==> src/rtl/stream_in_byte_packer.sv <==
// Byte-to-word packer feeding a 32-bit FIFO that is drained by an FX3
// slave-FIFO writer. Bytes are packed little-endian; a word is committed
// when its fourth byte arrives or when a byte marked last arrives, in which
// case the unwritten upper lanes are filled with PAD_BYTE.
module stream_in_byte_packer #(
  parameter int unsigned DEPTH    = 16,
  parameter logic [7:0]  PAD_BYTE = 8'h00
) (
  input  logic                     clk_100,
  input  logic                     reset,
  input  logic                     stream_in_mode_selected,
  input  logic [7:0]               byte_in,
  input  logic                     byte_valid,
  input  logic                     byte_last,
  output logic                     byte_ready,
  input  logic                     slwr_streamIN_,
  output logic [31:0]              data_for_output,
  output logic                     word_avail,
  output logic [$clog2(DEPTH):0]   fifo_level,
  output logic                     drop_sticky,
  output logic                     underflow_sticky
);

  localparam int unsigned AW = $clog2(DEPTH);
  localparam int unsigned LW = AW + 1;

  typedef enum logic {
    PK_EMPTY,
    PK_PARTIAL
  } pk_state_t;

  pk_state_t       state_q;
  logic [1:0]      lane_q, lane_d;
  logic [31:0]     word_q, word_d;
  logic [31:0]     commit_word;
  logic [AW-1:0]   wr_ptr_q, rd_ptr_q;
  logic [LW-1:0]   level_q, level_d;
  logic            drop_q, unf_q;
  logic [31:0]     mem_q [DEPTH];

  logic            full;
  logic            accept;
  logic            push;
  logic            pop;

  // Handshake, packing datapath and next-state values
  always_comb begin
    full       = (level_q == LW'(DEPTH));
    word_avail = (level_q != '0);
    // Depends only on registered occupancy and the mode input, never on the
    // write strobe; reset forces it low without waiting for an edge.
    byte_ready = !reset && stream_in_mode_selected && !full;
    accept     = byte_valid && byte_ready;
    push       = accept && ((lane_q == 2'd3) || byte_last);
    pop        = !slwr_streamIN_ && word_avail;

    word_d      = word_q;
    commit_word = word_q;
    for (int unsigned i = 0; i < 4; i++) begin
      if (i == 32'(lane_q)) begin
        word_d[8*i +: 8]      = byte_in;
        commit_word[8*i +: 8] = byte_in;
      end else if (i > 32'(lane_q)) begin
        commit_word[8*i +: 8] = PAD_BYTE;
      end
    end
    lane_d = lane_q + 2'd1;

    level_d = level_q;
    case ({push, pop})
      2'b10:   level_d = level_q + 1'b1;
      2'b01:   level_d = level_q - 1'b1;
      default: level_d = level_q;
    endcase

    data_for_output  = word_avail ? mem_q[rd_ptr_q] : '0;
    fifo_level       = level_q;
    drop_sticky      = drop_q;
    underflow_sticky = unf_q;
  end

  // Packer FSM, FIFO pointers/occupancy and sticky error flags
  always_ff @(posedge clk_100 or posedge reset) begin
    if (reset) begin
      state_q  <= PK_EMPTY;
      lane_q   <= '0;
      word_q   <= '0;
      wr_ptr_q <= '0;
      rd_ptr_q <= '0;
      level_q  <= '0;
      drop_q   <= 1'b0;
      unf_q    <= 1'b0;
    end else if (!stream_in_mode_selected) begin
      // Mode deassert wins over any commit or pop in the same cycle.
      state_q  <= PK_EMPTY;
      lane_q   <= '0;
      word_q   <= '0;
      wr_ptr_q <= '0;
      rd_ptr_q <= '0;
      level_q  <= '0;
      drop_q   <= 1'b0;
      unf_q    <= 1'b0;
    end else begin
      if (accept) begin
        if (push) begin
          state_q  <= PK_EMPTY;
          lane_q   <= '0;
          word_q   <= '0;
          wr_ptr_q <= wr_ptr_q + 1'b1;
        end else begin
          state_q <= PK_PARTIAL;
          lane_q  <= lane_d;
          word_q  <= word_d;
        end
      end
      if (pop) begin
        rd_ptr_q <= rd_ptr_q + 1'b1;
      end
      level_q <= level_d;
      if (byte_valid && !byte_ready) begin
        drop_q <= 1'b1;
      end
      if (!slwr_streamIN_ && !word_avail) begin
        unf_q <= 1'b1;
      end
    end
  end

  // FIFO storage; contents need no reset since occupancy gates visibility
  always_ff @(posedge clk_100) begin
    if (push) begin
      mem_q[wr_ptr_q] <= commit_word;
    end
  end

endmodule

==> config.mk <==
export PLATFORM = sky130hd
export DESIGN_NAME = stream_in_byte_packer
export DESIGN_NICKNAME = d
export VERILOG_FILES = /design/src/rtl/stream_in_byte_packer.sv
export SDC_FILE = /design/constraint.sdc
export NUM_CORES = 1
export LEC_CHECK = 0
export ABC_AREA = 1
export CAP_MARGIN = 10
export CORE_MARGIN = 1.5
export CORE_UTILIZATION = 35
export CTS_CLUSTER_DIAMETER = 150
export DETAILED_ROUTE_END_ITERATION = 8
export GPL_TIMING_DRIVEN = 0
export PLACE_DENSITY_LB_ADDON = 0.2
export SYNTH_ARGS = -nofsm -noshare
export SYNTH_HDL_FRONTEND = slang
export SYNTH_SLANG_ARGS = --single-unit
export TNS_END_PERCENT = 100
==> constraint.sdc <==
create_clock -name clk_100 -period 3.8 [get_ports clk_100]
set_clock_uncertainty 0.2 [all_clocks]
set_input_delay 0.38 -clock clk_100 [delete_from_list [all_inputs] [get_ports clk_100]]
set_output_delay 0.38 -clock clk_100 [all_outputs]
set_load 0.005 [all_outputs]
==> reports/metrics.csv, run 1 <==
stage;metric;value;unit
clock_network;tritoncts;built;
clock_network;cts_made_buffers;58;
synth;synth_async_sr_flop_share;7.41;%
routing;postRouteWirelength;72.5;mm
synth;postSynthRegisterBits;553;
critical_path;critical_path.max_fanout;10;
final_layout;num-nets-final;1901;
critical_path;setup.worst_path.class;reg -> out;
synth;yosys.cell_types.count;38;
placement;place_worst_setup_slack;-64.3;ps
global_route;first_global_vias;15049;
routing;initialDrtViolationCount;1586;
clock_network;cts.root.buffer_cell;clkbuf_16;
synth;synth_top_area_share;68.5;%
critical_path;cp_cell_sequence;buf_2 > inv_1 > buf_2 > buf_2 > nand3_1 > a21oi_1 > clkdlybuf4s50_1;
sta;transition_time_of_the_tightest_slew_check_pin;1100;ps
synth;synth_edf_count;512;
clock_network;clock_tree.htree_level_count;2;
critical_path;critical_path_cell_with_the_highest_stage_delay;clkdlybuf4s50_1;
critical_path;critical_path_start_type;flip-flop;
outcome;result_of_the_run;complete, no violations;
synth;syn_avg_cell_area;13.0;sq um
synth;synth_sequential_area_ratio;73.1;%
final_layout;fin_util;42.3;%
sta;min_period;3750;ps
floorplan;die_width;256;microns
synth;postSynth.topFlopCell;edfxtp_1;
synth;netlist_area_pre_place;22400;sq um
global_route;grt_remaining_overflow;0;
routing;drt_drc_violations_left;0;
pwr;p_leak;9.04;nW
final_layout;fillerInstances;5791;
global_route;track_usage;22.0;%
placement;place_congestion;0.816;
sta;setup_repair_after_global_routing_missed_its_margin;true;
sta;finalHoldViolations;0;
sta;slew_viol_final;0;
floorplan;placeableCoreArea;63200;sq um
sta;period_share;98.7;%
sta;worst_hold_slack;225;ps
critical_path;cpPeakStageDelay;550;ps
critical_path;cpMostUsedCell;buf_2;
critical_path;critical_path_required;3220;ps
floorplan;floorplan.io_pins;55;
global_route;antenna_found_initial;0;
critical_path;worst_setup_path_end_kind;output pin;
sta;fmax;0.266;GHz
synth;ranking_of_synthesized_cells_by_area;edfxtp_1 (69%), o21ai_0 (6.2%), nor2_1 (5.3%);
routing;drt-pass1-iter-count;5;
synth;synth_top_area_cell;edfxtp_1;
floorplan;die_y;256;microns
placement;numPortBuffers;54;
clock_network;cts.reportedPaths.clkPinSlew;60;ps
final_layout;area_growth_syn_to_layout;19.1;%
final_layout;fraction_of_layout_cells_with_a_size_suffix_above_1;15.6;%
routing;routed_via_count;15322;
floorplan;design.die.area;65600;sq um
global_route;maximum_number_of_pins_on_one_net_before_global_route_repair;30;
synth;synthesis.instances;1726;
clock_network;clk-insertion-delay-late;610;ps
critical_path;critical_path.top_delay_family;buffers and inverters;
pwr;power.ir.vdd_worst;0.000343;V
floorplan;placementRows;92;
clock_network;cts.path.max_buffers;3;
hold_path;min-delay-path-class;in -> reg;
sta;final.setup.worst_slack;47.5;ps
routing;drt-wirelength-per-cell;26.2;microns
critical_path;critical_path.n_buffers_inverters;5;
routing;routed_via_density;5.53;
sta;slew_headroom;26.4;%
pwr;powerDensity;593;nW/um^2
synth;synth_warnings;0;
placement;place_hpwl;47.8;mm
synth;post-synth-top-count-cell;edfxtp_1;
floorplan;floorplan.initialDensity;35.5;%
synth;syn-num-nets;1751;
clock_network;tritoncts_num_sinks;553;
routing;final_antenna_net_count;0;
sta;final_setup_violating_endpoints;0;
global_route;grt_pass1_wl;105;mm
synth;synth.cells.most_frequent;edfxtp_1 (512), nor2_1 (314), o21ai_0 (277), o221ai_1 (98), nand3_1 (68);
flow_run;max_cap_viol_count;0;
critical_path;critical_path_arrival;3170;ps
-- layout by cell type, fill, tap and decap left out, types with 16 or more instances in the layout --
master and n:
clkdlybuf4s50_1 54, o22ai_1 38, clkbuf_1 27, clkbuf_2 35
nand3_1 66, inv_1 62, edfxtp_1 512, o21ai_0 269
a21oi_1 25, o21ai_1 29, clkbuf_16 58, buf_2 16
o21ai_2 19, nor2_1 298, o221ai_1 97, buf_4 40
clkinv_1 27, dfrtp_1 40, nor2_4 17, nand2_1 59
-- per-stage QoR --
| step | TNS (ps) | cells | cell area (sq um) | total power, W |
|---|---|---|---|---|
| 4_1_cts | 0 | 2765 | 26600 | 0.0158 |
| 3_3_place_gp | -822860 | 2626 | 24000 | 0.0105 |
| 2_1_floorplan | 0 | 1726 | 22400 | 0.00875 |
| 5_1_grt | -15.6 | 2768 | 26700 | 0.0164 |
| 3_5_place_dp | -119 | 2658 | 24700 | 0.0105 |
| 6_report | 0 | 2769 | 26700 | 0.0158 |
-- path summary, 6_finish.rpt --
path / cells after the start / endpoint / startpoint / slack [ps]
hold / removal: 4 / underflow_sticky / slwr_streamIN_ / 220
hold reg to reg: 2 / underflow_sticky / underflow_sticky / 310
setup reg to reg: 8 / mem_q[4][8] / lane_q[1] / 730
max in group asynchronous: 4 / rd_ptr_q[0] / reset / 2450
setup / recovery: 7 / data_for_output[1] / rd_ptr_q[3] / 50
min in group asynchronous: 3 / fifo_level[4] / reset / 470
-- layer usage --
| metal | global-route usage (%) | routed length (microns) | up-vias |
|---|---|---|---|
| met2 | 35.4 | 34000 | 666 |
| li1 | - | - | 6741 |
| met3 | 3.70 | 5580 | 113 |
| met5 | 0 | 0 | - |
| met4 | 6.76 | 1750 | 0 |
| met1 | 30.5 | 31100 | 7802 |
-- cells by family after synthesis --
family,Yosys count,share of synthesized area [%]
flip-flops,553,73.1
buffers and inverters,190,3.99
adder cells (fa/ha/maj),11,0.614
AO/OA/AOI/OAI,505,13.6
AND/OR/NAND/NOR,466,8.66
XOR/XNOR,1,0.0391
-- worst register-to-register path, cell delays in order (launching register included) --
cell and delay [ps]:
dfrtp_1 400, ha_1 180, buf_6 140, or2_4 130
nand4_4 190, inv_2 200, nand2_1 260, nor2_4 790
buf_16 280
-- state kept, by name (all words and copies together) (netlist names) --
name and cells:
mem_q 512, wr_ptr_q 4, rd_ptr_q 4, underflow_sticky 1, lane_q 2, drop_sticky 1, fifo_level 5, word_q 24
-- layout make-up --
cell class / count / area [sq um] / area share [%]
antenna: 1 / 2.50 / 0.00937
buffer: 117 / 753 / 2.82
clock buffer: 72 / 1500 / 5.63
clock inverter: 34 / 206 / 0.773
inverter: 73 / 279 / 1.04
multi-input combinational: 983 / 5410 / 20.2
sequential: 553 / 16400 / 61.4
tap: 846 / 1060 / 3.96
timing repair buffer: 90 / 1100 / 4.11
-- what timing repair did --
item	4_1_cts	5_1_grt
hold buffers	1	0
resized for setup	59	49
setup buffers	0	1
pin swaps	0	5
endpoints found under the setup margin	32	28
hold endpoints to repair	12	0
-- where the power goes --
part / internal, W / total (W) / leakage [nW] / switching, W
Sequential: 0.00670 / 0.00675 / 5.25 / 0.0000476
Combinational: 0.00123 / 0.00382 / 2.97 / 0.00258
Clock: 0.00291 / 0.00526 / 0.828 / 0.00235
Note: power is estimated with default switching activity, not from simulation.
==> inputs of run 2 (changes only) <==
--- a/config.mk
+++ b/config.mk
@@ -13,6 +13,7 @@
 export DETAILED_ROUTE_END_ITERATION = 8
 export GPL_TIMING_DRIVEN = 0
 export PLACE_DENSITY_LB_ADDON = 0.2
+export RECOVER_POWER = 100
 export SYNTH_ARGS = -nofsm -noshare
 export SYNTH_HDL_FRONTEND = slang
 export SYNTH_SLANG_ARGS = --single-unit
==> run 2 against run 1 <==
  * The flow now finishes with violations (max-capacitance violations, max-slew violations)
  * Sequential share of layout area up 0.095 points
  * Setup slack worse by 5.9 ps
  * Cell count unchanged
  * Power about the same
  * First-iteration DRC count down 0.82%
  * Critical path depth unchanged
  * Routed wire length down 0.12%
  * Die area unchanged
  * Sequential power about the same
  * Critical endpoint unchanged
  * Largest cell class unchanged
==> reports/metrics.csv, run 2 (same netlist as run 1, synthesis figures left out) <==
stage;metric;value;unit
outcome;result_of_the_run;complete, but fails checks;
outcome;violations;max-capacitance violations, max-slew violations;
final_layout;largest_register;mem_q;
global_route;grt_pass1_wl;105;mm
routing;routed_via_count;15278;
clock_network;cts.path.max_buffers;3;
hold_path;min-delay-path-class;in -> reg;
sta;slew_viol_final;30;
final_layout;fraction_of_layout_cells_with_a_size_suffix_above_1;15.2;%
critical_path;critical_path.max_fanout;10;
global_route;grt_remaining_overflow;0;
final_layout;area_growth_syn_to_layout;18.9;%
routing;drt-pass1-iter-count;5;
routing;routed_via_density;5.52;
clock_network;cts.root.buffer_cell;clkbuf_16;
flow_run;max_cap_viol_count;1;
final_layout;fin_util;42.2;%
global_route;antenna_found_initial;0;
sta;final_setup_violating_endpoints;0;
sta;finalHoldViolations;0;
final_layout;most_frequent_cells_in_the_layout;edfxtp_1 (512), nor2_1 (300), o21ai_0 (269), o221ai_1 (97), nand3_1 (67);
global_route;track_usage;22.0;%
sta;min_period;3760;ps
routing;final_antenna_net_count;0;
clock_network;cts_made_buffers;58;
floorplan;die_y;256;microns
critical_path;critical_path_start_type;flip-flop;
pwr;powerDensity;593;nW/um^2
placement;place_congestion;0.816;
sta;fin_setup_tns;0;ps
final_layout;layout.cells.most_common;edfxtp_1;
pwr;power.ir.vdd_worst;0.000341;V
critical_path;critical_path_arrival;3180;ps
clock_network;clock_tree.htree_level_count;2;
routing;drt-wirelength-per-cell;26.1;microns
critical_path;critical_path.n_buffers_inverters;5;
floorplan;design.die.area;65600;sq um
floorplan;placementRows;92;
routing;drt_drc_violations_left;0;
critical_path;cp_cell_sequence;buf_2 > inv_1 > buf_2 > buf_2 > nand3_1 > a21oi_1 > clkdlybuf4s50_1;
global_route;maximum_number_of_pins_on_one_net_before_global_route_repair;30;
floorplan;floorplan.io_pins;55;
critical_path;setup.worst_path.class;reg -> out;
final_layout;fillerInstances;5800;
sta;period_share;98.9;%
routing;postRouteWirelength;72.4;mm
floorplan;floorplan.initialDensity;35.5;%
critical_path;critical_path_cell_with_the_highest_stage_delay;clkdlybuf4s50_1;
final_layout;largest_register_ffs;512;
critical_path;critical_path_required;3220;ps
clock_network;clk-insertion-delay-late;620;ps
clock_network;cts.reportedPaths.clkPinSlew;60;ps
floorplan;die_width;256;microns
floorplan;placeableCoreArea;63200;sq um
sta;worst_hold_slack;207;ps
pwr;p_leak;9.02;nW
critical_path;critical_path.top_delay_family;buffers and inverters;
sta;setup_repair_after_global_routing_missed_its_margin;true;
final_layout;finalInstanceArea;26700;sq um
routing;initialDrtViolationCount;1573;
critical_path;cpPeakStageDelay;550;ps
critical_path;cpMostUsedCell;buf_2;
placement;total_placed_instance_area;24700;sq um
clock_network;tritoncts_num_sinks;553;
sta;slew_headroom;-15.0;%
placement;numPortBuffers;54;
placement;place_hpwl;47.8;mm
global_route;first_global_vias;15049;
clock_network;tritoncts;built;
final_layout;num-nets-final;1901;
sta;transition_time_of_the_tightest_slew_check_pin;1730;ps
sta;fmax;0.266;GHz
critical_path;worst_setup_path_end_kind;output pin;
run 2: cell count changes in the layout (fill, tap and decap cells not counted), sizes merged:
cell / previous run / this run
dlygate4sd3: 1 / 2
buf: 87 / 85
clkbuf: 135 / 137
clkdlybuf4s50: 54 / 53
run 2: per-layer routing:
layer	part of all wire [%]	wire length [microns]	GRT usage [%]	vias up
met5	0	0	0	-
met3	8.1	5900	3.70	111
li1	-	-	-	6742
met2	47	34000	35.4	700
met4	2.4	1730	6.76	0
met1	43	30800	30.5	7725
run 2: path summary, 6_finish.rpt:
check                            startpoint            endpoint  slack, ps  cells past startpoint
setup / recovery                rd_ptr_q[3]  data_for_output[1]         40                      7
min in group asynchronous             reset       fifo_level[4]        600                      3
setup reg to reg                  lane_q[1]         mem_q[4][8]        450                      8
hold reg to reg            underflow_sticky    underflow_sticky        300                      2
max in group asynchronous             reset         rd_ptr_q[0]        700                      4
hold / removal               slwr_streamIN_    underflow_sticky        210                      4
run 2: repair_timing:
item                                    4_1_cts  5_1_grt
endpoints found under the hold margin        12        0
hold buffers                                  1        0
gates cloned                                  0        0
pin swaps                                     0        5
gates resized for setup                      59       49
buffers inserted                              0        1
endpoints found under the setup margin       32       28
run 2: per-stage QoR:
stage          cells  setup WS, ps  power, W
2_1_floorplan   1726           492   0.00875
3_3_place_gp    2626         -1810    0.0105
3_5_place_dp    2658         -64.3    0.0105
4_1_cts         2765        0.0573    0.0158
5_1_grt         2768         -15.6    0.0164
6_report        2769          41.6    0.0158
run 2: final cells by class:
class	count	area, sq um	share of cell area [%]
Inverter	73	279	1.05
Timing Repair Buffer	90	1080	4.06
Clock inverter	34	206	0.774
Buffer	117	746	2.80
Tap cell	846	1060	3.97
Clock buffer	72	1500	5.64
Sequential cell	553	16400	61.5
Antenna cell	1	2.50	0.00938
Multi-Input combinational cell	983	5390	20.2
run 2: power by group:
group | internal (W) | leakage, nW | switching [W]
Clock | 0.00291 | 0.828 | 0.00236
Combinational | 0.00123 | 2.95 | 0.00258
Sequential | 0.00670 | 5.25 | 0.0000467
run 2: worst register-to-register path: cells and delay by family (launching register included):
family | cells | cell delay (ps)
simple gates | 4 | 1450
buf+inv | 3 | 820
flops | 1 | 400
fa+ha+maj | 1 | 160
==> inputs of run 3 (changes only) <==
--- a/config.mk
+++ b/config.mk
@@ -5,7 +5,6 @@
 export SDC_FILE = /design/constraint.sdc
 export NUM_CORES = 1
 export LEC_CHECK = 0
-export ABC_AREA = 1
 export CAP_MARGIN = 10
 export CORE_MARGIN = 1.5
 export CORE_UTILIZATION = 35
==> run 3 against run 2 <==
  * The run still ends with max-capacitance violations, max-slew violations left
  * Maximum frequency grew 1.4%
  * Non-clock buffer count shrank 58
  * Via count shrank 30%
  * Critical endpoint is now data_for_output[2]
  * Largest cell class unchanged
==> reports/metrics.csv, run 3 <==
stage;metric;value;unit
critical_path;cp.depth;6;
synth;synth.cells.most_frequent;edfxtp_1 (512), mux4_2 (160), and2_1 (55), dfrtp_1 (41), a22o_1 (33);
synth;syn-num-nets;1020;
critical_path;critical_path.top_delay_family;multiplexers;
final_layout;fin_util;41.8;%
global_route;maximum_number_of_pins_on_one_net_before_global_route_repair;39;
final_layout;layout.cells.most_common;edfxtp_1;
synth;netlist_area_pre_place;21800;sq um
global_route;gr-usage-met3;2.73;%
routing;routed_via_count;10652;
floorplan;die_width;253;microns
pwr;swShare;25.9;%
critical_path;critical_path_required;3220;ps
final_layout;most_frequent_cells_in_the_layout;edfxtp_1 (512), mux4_2 (160), clkbuf_16 (57), clkdlybuf4s50_1 (45), dfrtp_1 (40);
synth;xor_and_xnor_area_share_after_synthesis;0.361;%
synth;synth_warnings;0;
clock_network;clock_tree.htree_level_count;2;
placement;place_congestion;0.758;
pwr;p_leak;8.46;nW
global_route;use_met1;26.3;%
floorplan;floorplan.io_pins;55;
synth;synth_async_sr_flop_share;7.41;%
global_route;grt_pass1_wl;78.7;mm
routing;routed_via_density;5.26;
synth;synth_edf_count;512;
sta;min_period;3710;ps
clock_network;cts.root.buffer_cell;clkbuf_16;
global_route;grt-busiest-layer;met2;
critical_path;critical_path.max_fanout;10;
pwr;p_clk_share;32.9;%
placement;total_placed_instance_area;24000;sq um
clock_network;cts.path.max_buffers;3;
clock_network;clk-insertion-delay-late;600;ps
synth;synth_simple_gate_area_share;3.10;%
hold_path;hold_path_startpoint;drop_sticky;
floorplan;floorplan.initialDensity;35.4;%
final_layout;largest_register;mem_q;
clock_network;cts_made_buffers;56;
critical_path;cpPeakStageDelay;530;ps
placement;place_worst_setup_slack;-193;ps
synth;postSynth.topFlopCell;edfxtp_1;
final_layout;num-nets-final;1172;
final_layout;finalInstanceArea;25800;sq um
critical_path;cp_cell_sequence;buf_6 > buf_8 > mux4_2 > mux4_2 > and2_1 > clkdlybuf4s50_1;
critical_path;critical_path_arrival;3130;ps
clock_network;tritoncts_num_sinks;553;
synth;synthesis.instances;995;
synth;yosys.cell_types.count;42;
critical_path;worst_setup_path_end_kind;output pin;
global_route;grt_remaining_overflow;0;
sta;transition_time_of_the_tightest_slew_check_pin;1880;ps
global_route;first_global_vias;10997;
synth;synth_adder_area_share;0.631;%
hold_path;min-delay-path-class;reg -> reg;
critical_path;setup.worst_path.class;reg -> out;
routing;drt-pass1-iter-count;7;
routing;drt-wirelength-per-cell;26.6;microns
global_route;antenna_found_initial;3;
placement;place_hpwl;34.1;mm
critical_path;cpMostUsedCell;mux4_2;
pwr;post_layout_total_power;0.0157;W
floorplan;placeableCoreArea;61600;sq um
routing;final_antenna_net_count;0;
routing;drt_drc_violations_left;0;
sta;setup_repair_after_global_routing_missed_its_margin;true;
floorplan;die_y;253;microns
final_layout;largest_register_ffs;512;
sta;final.setup.worst_slack;91.8;ps
global_route;track_usage;17.5;%
placement;numPortBuffers;54;
sta;finalHoldViolations;0;
pwr;power.ir.vdd_worst;0.000323;V
sta;slew_headroom;-25.5;%
critical_path;critical_path_cell_with_the_highest_stage_delay;mux4_2;
synth;multiplexer_area_fraction_after_synthesis;17.0;%
pwr;pwr-share-seq;43.0;%
critical_path;critical_path.n_buffers_inverters;3;
pwr;cell_internal_pwr;0.0116;W
final_layout;antenna_cells_inserted;0;
floorplan;placementRows;91;
synth;postSynthRegisterBits;553;
critical_path;reg2regPathDepth;8;
routing;postRouteWirelength;53.9;mm
outcome;violations;max-capacitance violations, max-slew violations;
synth;syn_avg_cell_area;21.9;sq um
synth;ranking_of_synthesized_cells_by_area;edfxtp_1 (70%), mux4_2 (17%), dfrtp_1 (4.7%);
pwr;netSwitchingPower;0.00406;W
critical_path;reg2reg_from;lane_q[1];
flow_run;max_cap_viol_count;4;
synth;largest_family_of_logic_cells_by_synthesized_area;multiplexers;
sta;period_share;97.6;%
outcome;result_of_the_run;complete, but fails checks;
synth;synth_sequential_area_ratio;75.2;%
pwr;powerDensity;608;nW/um^2
critical_path;critical_path_start_type;flip-flop;
routing;initialDrtViolationCount;1017;
synth;synth_top_area_share;70.5;%
hold_path;hold-path-cell-count;1;
pwr;p_comb_share;24.1;%
critical_path;startpoint;rd_ptr_q[0];
clock_network;cts.reportedPaths.clkPinSlew;60;ps
clock_network;tritoncts;built;
global_route;use_met2;26.5;%
synth;synth_compound_area_share;2.24;%
synth;synth_top_area_cell;edfxtp_1;
sta;final_setup_violating_endpoints;0;
sta;slew_viol_final;90;
floorplan;design.die.area;63800;sq um
synth;post-synth-top-count-cell;edfxtp_1;
final_layout;area_growth_syn_to_layout;18.2;%
final_layout;fraction_of_layout_cells_with_a_size_suffix_above_1;26.2;%
sta;fmax;0.270;GHz
==> run 3: layout make-up <==
type	instances	area [sq um]
plain buffers	54	438
clock buffers	70	1480
clock inverters	31	199
fillers	5408	35800
inverters	14	56.3
multi-input cells	373	5150
flip-flops and latches	553	16400
well taps	837	1050
repair buffers	95	1000
==> run 3: worst paths after layout <==
path	end	slack [ps]
min	drop_sticky	290
max reg2reg	mem_q[6][5]	120
min in group asynchronous	fifo_level[3]	540
min reg2reg	drop_sticky	290
max	data_for_output[2]	90
max in group asynchronous	rd_ptr_q[0]	610
==> run 3: worst register-to-register path: cells and delay by family, from the launching register on <==
kind	cells	cell delay, ps
buffers and inverters	3	1070
and+or+nand+nor	2	820
adders and majority gates	1	290
AOI/OAI and AO/OA	2	590
DFF	1	410
==> run 3: cell families after synthesis <==
| family | count (synthesis) |
|---|---|
| xor+xnor | 9 |
| flops | 553 |
| compound gates | 63 |
| buf+inv | 69 |
| fa+ha+maj | 11 |
| mux | 170 |
| simple gates | 120 |
==> run 3: routing by layer <==
layer	part of all wire (%)	routed length [microns]	up-vias
li1	-	-	4460
met1	47	25300	5820
met2	46	24700	311
met3	5.5	2990	61
met4	1.7	893	0
met5	0	0	-
==> run 3: timing repair <==
action	in CTS	in global routing
endpoints found under the hold margin	3	0
hold buffers	1	0
endpoints found under the setup margin	32	30
cloned	1	0
gates resized for setup	74	11
buffers inserted	1	1
==> run 3: power by group through the flow <==
stage,logic [W],clock network (W),registers [W]
floorplan,0.00215,0,0.00685
global route,0.00409,0.00548,0.00676
global placement,0.00362,0,0.00687
detailed placement,0.00365,0,0.00686
CTS,0.00386,0.00526,0.00675
finish,0.00378,0.00515,0.00675
==> run 3: through the flow <==
step	cells	hold slack, ps	TNS, ps
4_1_cts	2026	301	0
5_1_grt	2027	309	-3.02
3_5_place_dp	1923	278	-8550
3_3_place_gp	1886	283	-1291280
2_1_floorplan	995	267	-53450
6_report	2027	290	0
==> RTL change, RTL diff (config.mk and constraints of run 2) <==
Put a register stage on the output `underflow_sticky`, with the module's reset. The value now appears one clock later. The other outputs are not delayed to match.
--- a/src/rtl/stream_in_byte_packer.sv
+++ b/src/rtl/stream_in_byte_packer.sv
@@ -30,2 +30,4 @@
   } pk_state_t;
+
+  logic underflow_sticky_d;
 
@@ -78,3 +80,3 @@
     drop_sticky      = drop_q;
-    underflow_sticky = unf_q;
+    underflow_sticky_d = unf_q;
   end
@@ -135,2 +137,10 @@
 
+  always_ff @(posedge clk_100 or posedge reset) begin
+    if (reset) begin
+      underflow_sticky <= '0;
+    end else begin
+      underflow_sticky <= underflow_sticky_d;
+    end
+  end
+
 endmodule
Behaviour: not the same (a bounded check fails within 4 cycles, from zero or initial values and one cycle with reset high).
==> RTL change against run 2 <==
The run still ends with capacitance limit, slew limit left; power grew 1.7%; die area grew 0.11%; maximum frequency shrank 0.66%; sequential share of layout area grew 0.64 points; routed wire length grew 2.0%; design area shrank 0.89%; global-route usage grew 0.23 points; synthesized cell count is essentially flat; area after synthesis grew 0.11%; setup slack lost 0.025 ns; core utilization shrank 0.37 points; sequential cell count grew 1; register-to-register slack lost 0.26 ns; critical path type unchanged; largest cell class unchanged.
==> RTL change: results (changes against run 2) <==
Worst vdd rail ir drop: 0.0003428 V (+0.44%)
Power spent charging and discharging nets: 5.061 mW (+1.5%)
Synth cell count leaders: sky130_fd_sc_hd__edfxtp_1 (512), sky130_fd_sc_hd__nor2_1 (314), sky130_fd_sc_hd__o21ai_0 (277)
Fill cell instance count of the final layout: 5,925 (+2.2%)
Library cells used by synthesis: 38 (unchanged)
Max FFs per register: 512 (unchanged)
Hold wc startpoint: underflow_sticky_d
Standard cell with the maximum stage delay on the critical path: sky130_fd_sc_hd__clkdlybuf4s50_1
Post-CTS setup repair buffer count: 0 (unchanged)
GRT Resource Usage Total: 22.22% (+0.23 points)
Root buffer selected by CTS: sky130_fd_sc_hd__clkbuf_16
Fraction of the mapped netlist area in adder cells: 0.6129% (-0.00068 points)
Number of clock buffers inserted by TritonCTS: 58 (unchanged)
Register containing the most flip-flops in the final layout: mem_q
Worst flop-to-flop path startpoint: lane_q[1]
Leakage: 8.975 nW (-0.53%)
Number of diodes added for antenna fixing: 0 (-1)
PostCTS Resize Cnt: 70 (+19%)
Multiplexer share of the synthesized area: 0% (unchanged)
Initial antenna violation count: 1 (+1)
IO buf count: 54 (unchanged)
Max H-tree Level: 2 (unchanged)
Buffer depth of the longest clock path: 3 (unchanged)
Seq/Total Area, Yosys: 73.15% (about the same)
Number of optimization iterations in the first detailed-route pass: 5 (unchanged)
Data arrival, critical path: 3.20 ns (+0.02 ns)
Pins Over Slew Limit: 155 (+420%)
Avg Vias per Cell: 5.551 (+0.60%)
First-pass GRT wire length: 106,100 um (+1.2%)
Count of final setup violators: 0 (unchanged)
Normalized max-slew margin: -31.30% (-16 points)
Dominant register cell in the synthesized netlist: sky130_fd_sc_hd__edfxtp_1
Routability Congestion: 0.8168 (about the same)
Setup slack at placement: -0.07473 ns (-0.01038 ns)
Hold crit path type: flop to flop
Starting DRC count in detailed routing: 1,724 (+9.6%)
Post-CTS Hold Buffers: 1 (unchanged)
WL/cell: 26.65 um (+1.9%)
Clock transition at path regs: 0.06 ns (about the same)
Largest net degree at the start of global routing: 34 (+13%)
Worst Slack Setup Final: 0.01649 ns (-0.02510 ns)
Synthesized net count: 1,752 (+0.057%)
Detailed placer's ending HPWL: 48,120 um (+0.67%)
Maximum fanout encountered on the critical timing path: 10 (unchanged)
Max-capacitance violation count: 9 (+8)
Worst path top cell family by delay: buffers and inverters
Worst setup path start: rd_ptr_q[0]
Vias in the first global route: 15.18k (+0.85%)
Post-synth ARST share: 7.581% (+0.17 points)
Largest incremental delay on the critical path: 0.53 ns (-0.02 ns)
Compound-gate portion of the synthesized area: 13.56% (-0.015 points)
Layout cells sized above 1: 13.25% (-2.0 points)
Syn. warnings: 0 (unchanged)
Clock latency on the worst-skew pair: 0.64 ns (+0.02 ns)
Failing checks: capacitance limit, slew limit
Run status: finished, violations left
Final nets: 1,902 (+0.053%)
Most area-consuming cells after synthesis: sky130_fd_sc_hd__edfxtp_1 (68%), sky130_fd_sc_hd__o21ai_0 (6.2%), sky130_fd_sc_hd__nor2_1 (5.2%)
Area share of xor/xnor cells in the synthesized design: 0.03901% (-0.000044 points)
-- RTL change: cell types whose count changed after synthesis, sizes merged --
| cell | before | now |
|---|---|---|
| dfrtp | 41 | 42 |
-- RTL change: final cells by class --
| cell class | count | area [um^2] | share of cell area (%) |
|---|---|---|---|
| clock inverter | 30 | 252.7 | 0.9561 |
| inverter | 73 | 279.0 | 1.055 |
| sequential | 554 | 16430 | 62.14 |
| multi-input combinational | 983 | 5206 | 19.69 |
| timing repair buffer | 90 | 927.1 | 3.507 |
| buffer | 117 | 730.7 | 2.764 |
| clock buffer | 77 | 1554 | 5.878 |
| tap | 846 | 1059 | 4.004 |
-- RTL change: stage by stage --
stage,instances,TNS (ns),instance area (um^2)
2_1_floorplan,1727,0,22450
3_5_place_dp,2657,-0.07473,24710
4_1_cts,2765,0,26680
6_report,2770,0,26440
3_3_place_gp,2627,-851.74,24050
5_1_grt,2770,-0.05433,26440
-- RTL change: per-layer routing --
metal  up-vias  share of wire [%]  routed length [um]  track usage [%]
met1      7838                 43               31570            30.55
li1       6735                  -                   -                -
met4         0                2.5                1870            6.558
met2       680                 47               34540            36.19
met3       122                7.9                5835            3.648
met5         -                  0                   0                0
-- RTL change: power groups by stage --
stage	combinational (mW)	clock (mW)	sequential, mW
6_report	3.78	5.56	6.76
5_1_grt	4.02	5.81	6.77
4_1_cts	3.76	5.61	6.76
3_5_place_dp	3.66	0	6.89
3_3_place_gp	3.59	0	6.90
2_1_floorplan	1.89	0	6.88
-- RTL change: final timing paths --
path / end / slack (ns) / cells after the start
max: data_for_output[22] / 0.02 / 9
min: underflow_sticky / 0.19 / 0
max reg2reg: mem_q[13][14] / 0.19 / 8
min reg2reg: underflow_sticky / 0.19 / 0
max in group asynchronous: rd_ptr_q[0] / 0.54 / 4
min in group asynchronous: underflow_sticky_d / 0.54 / 3
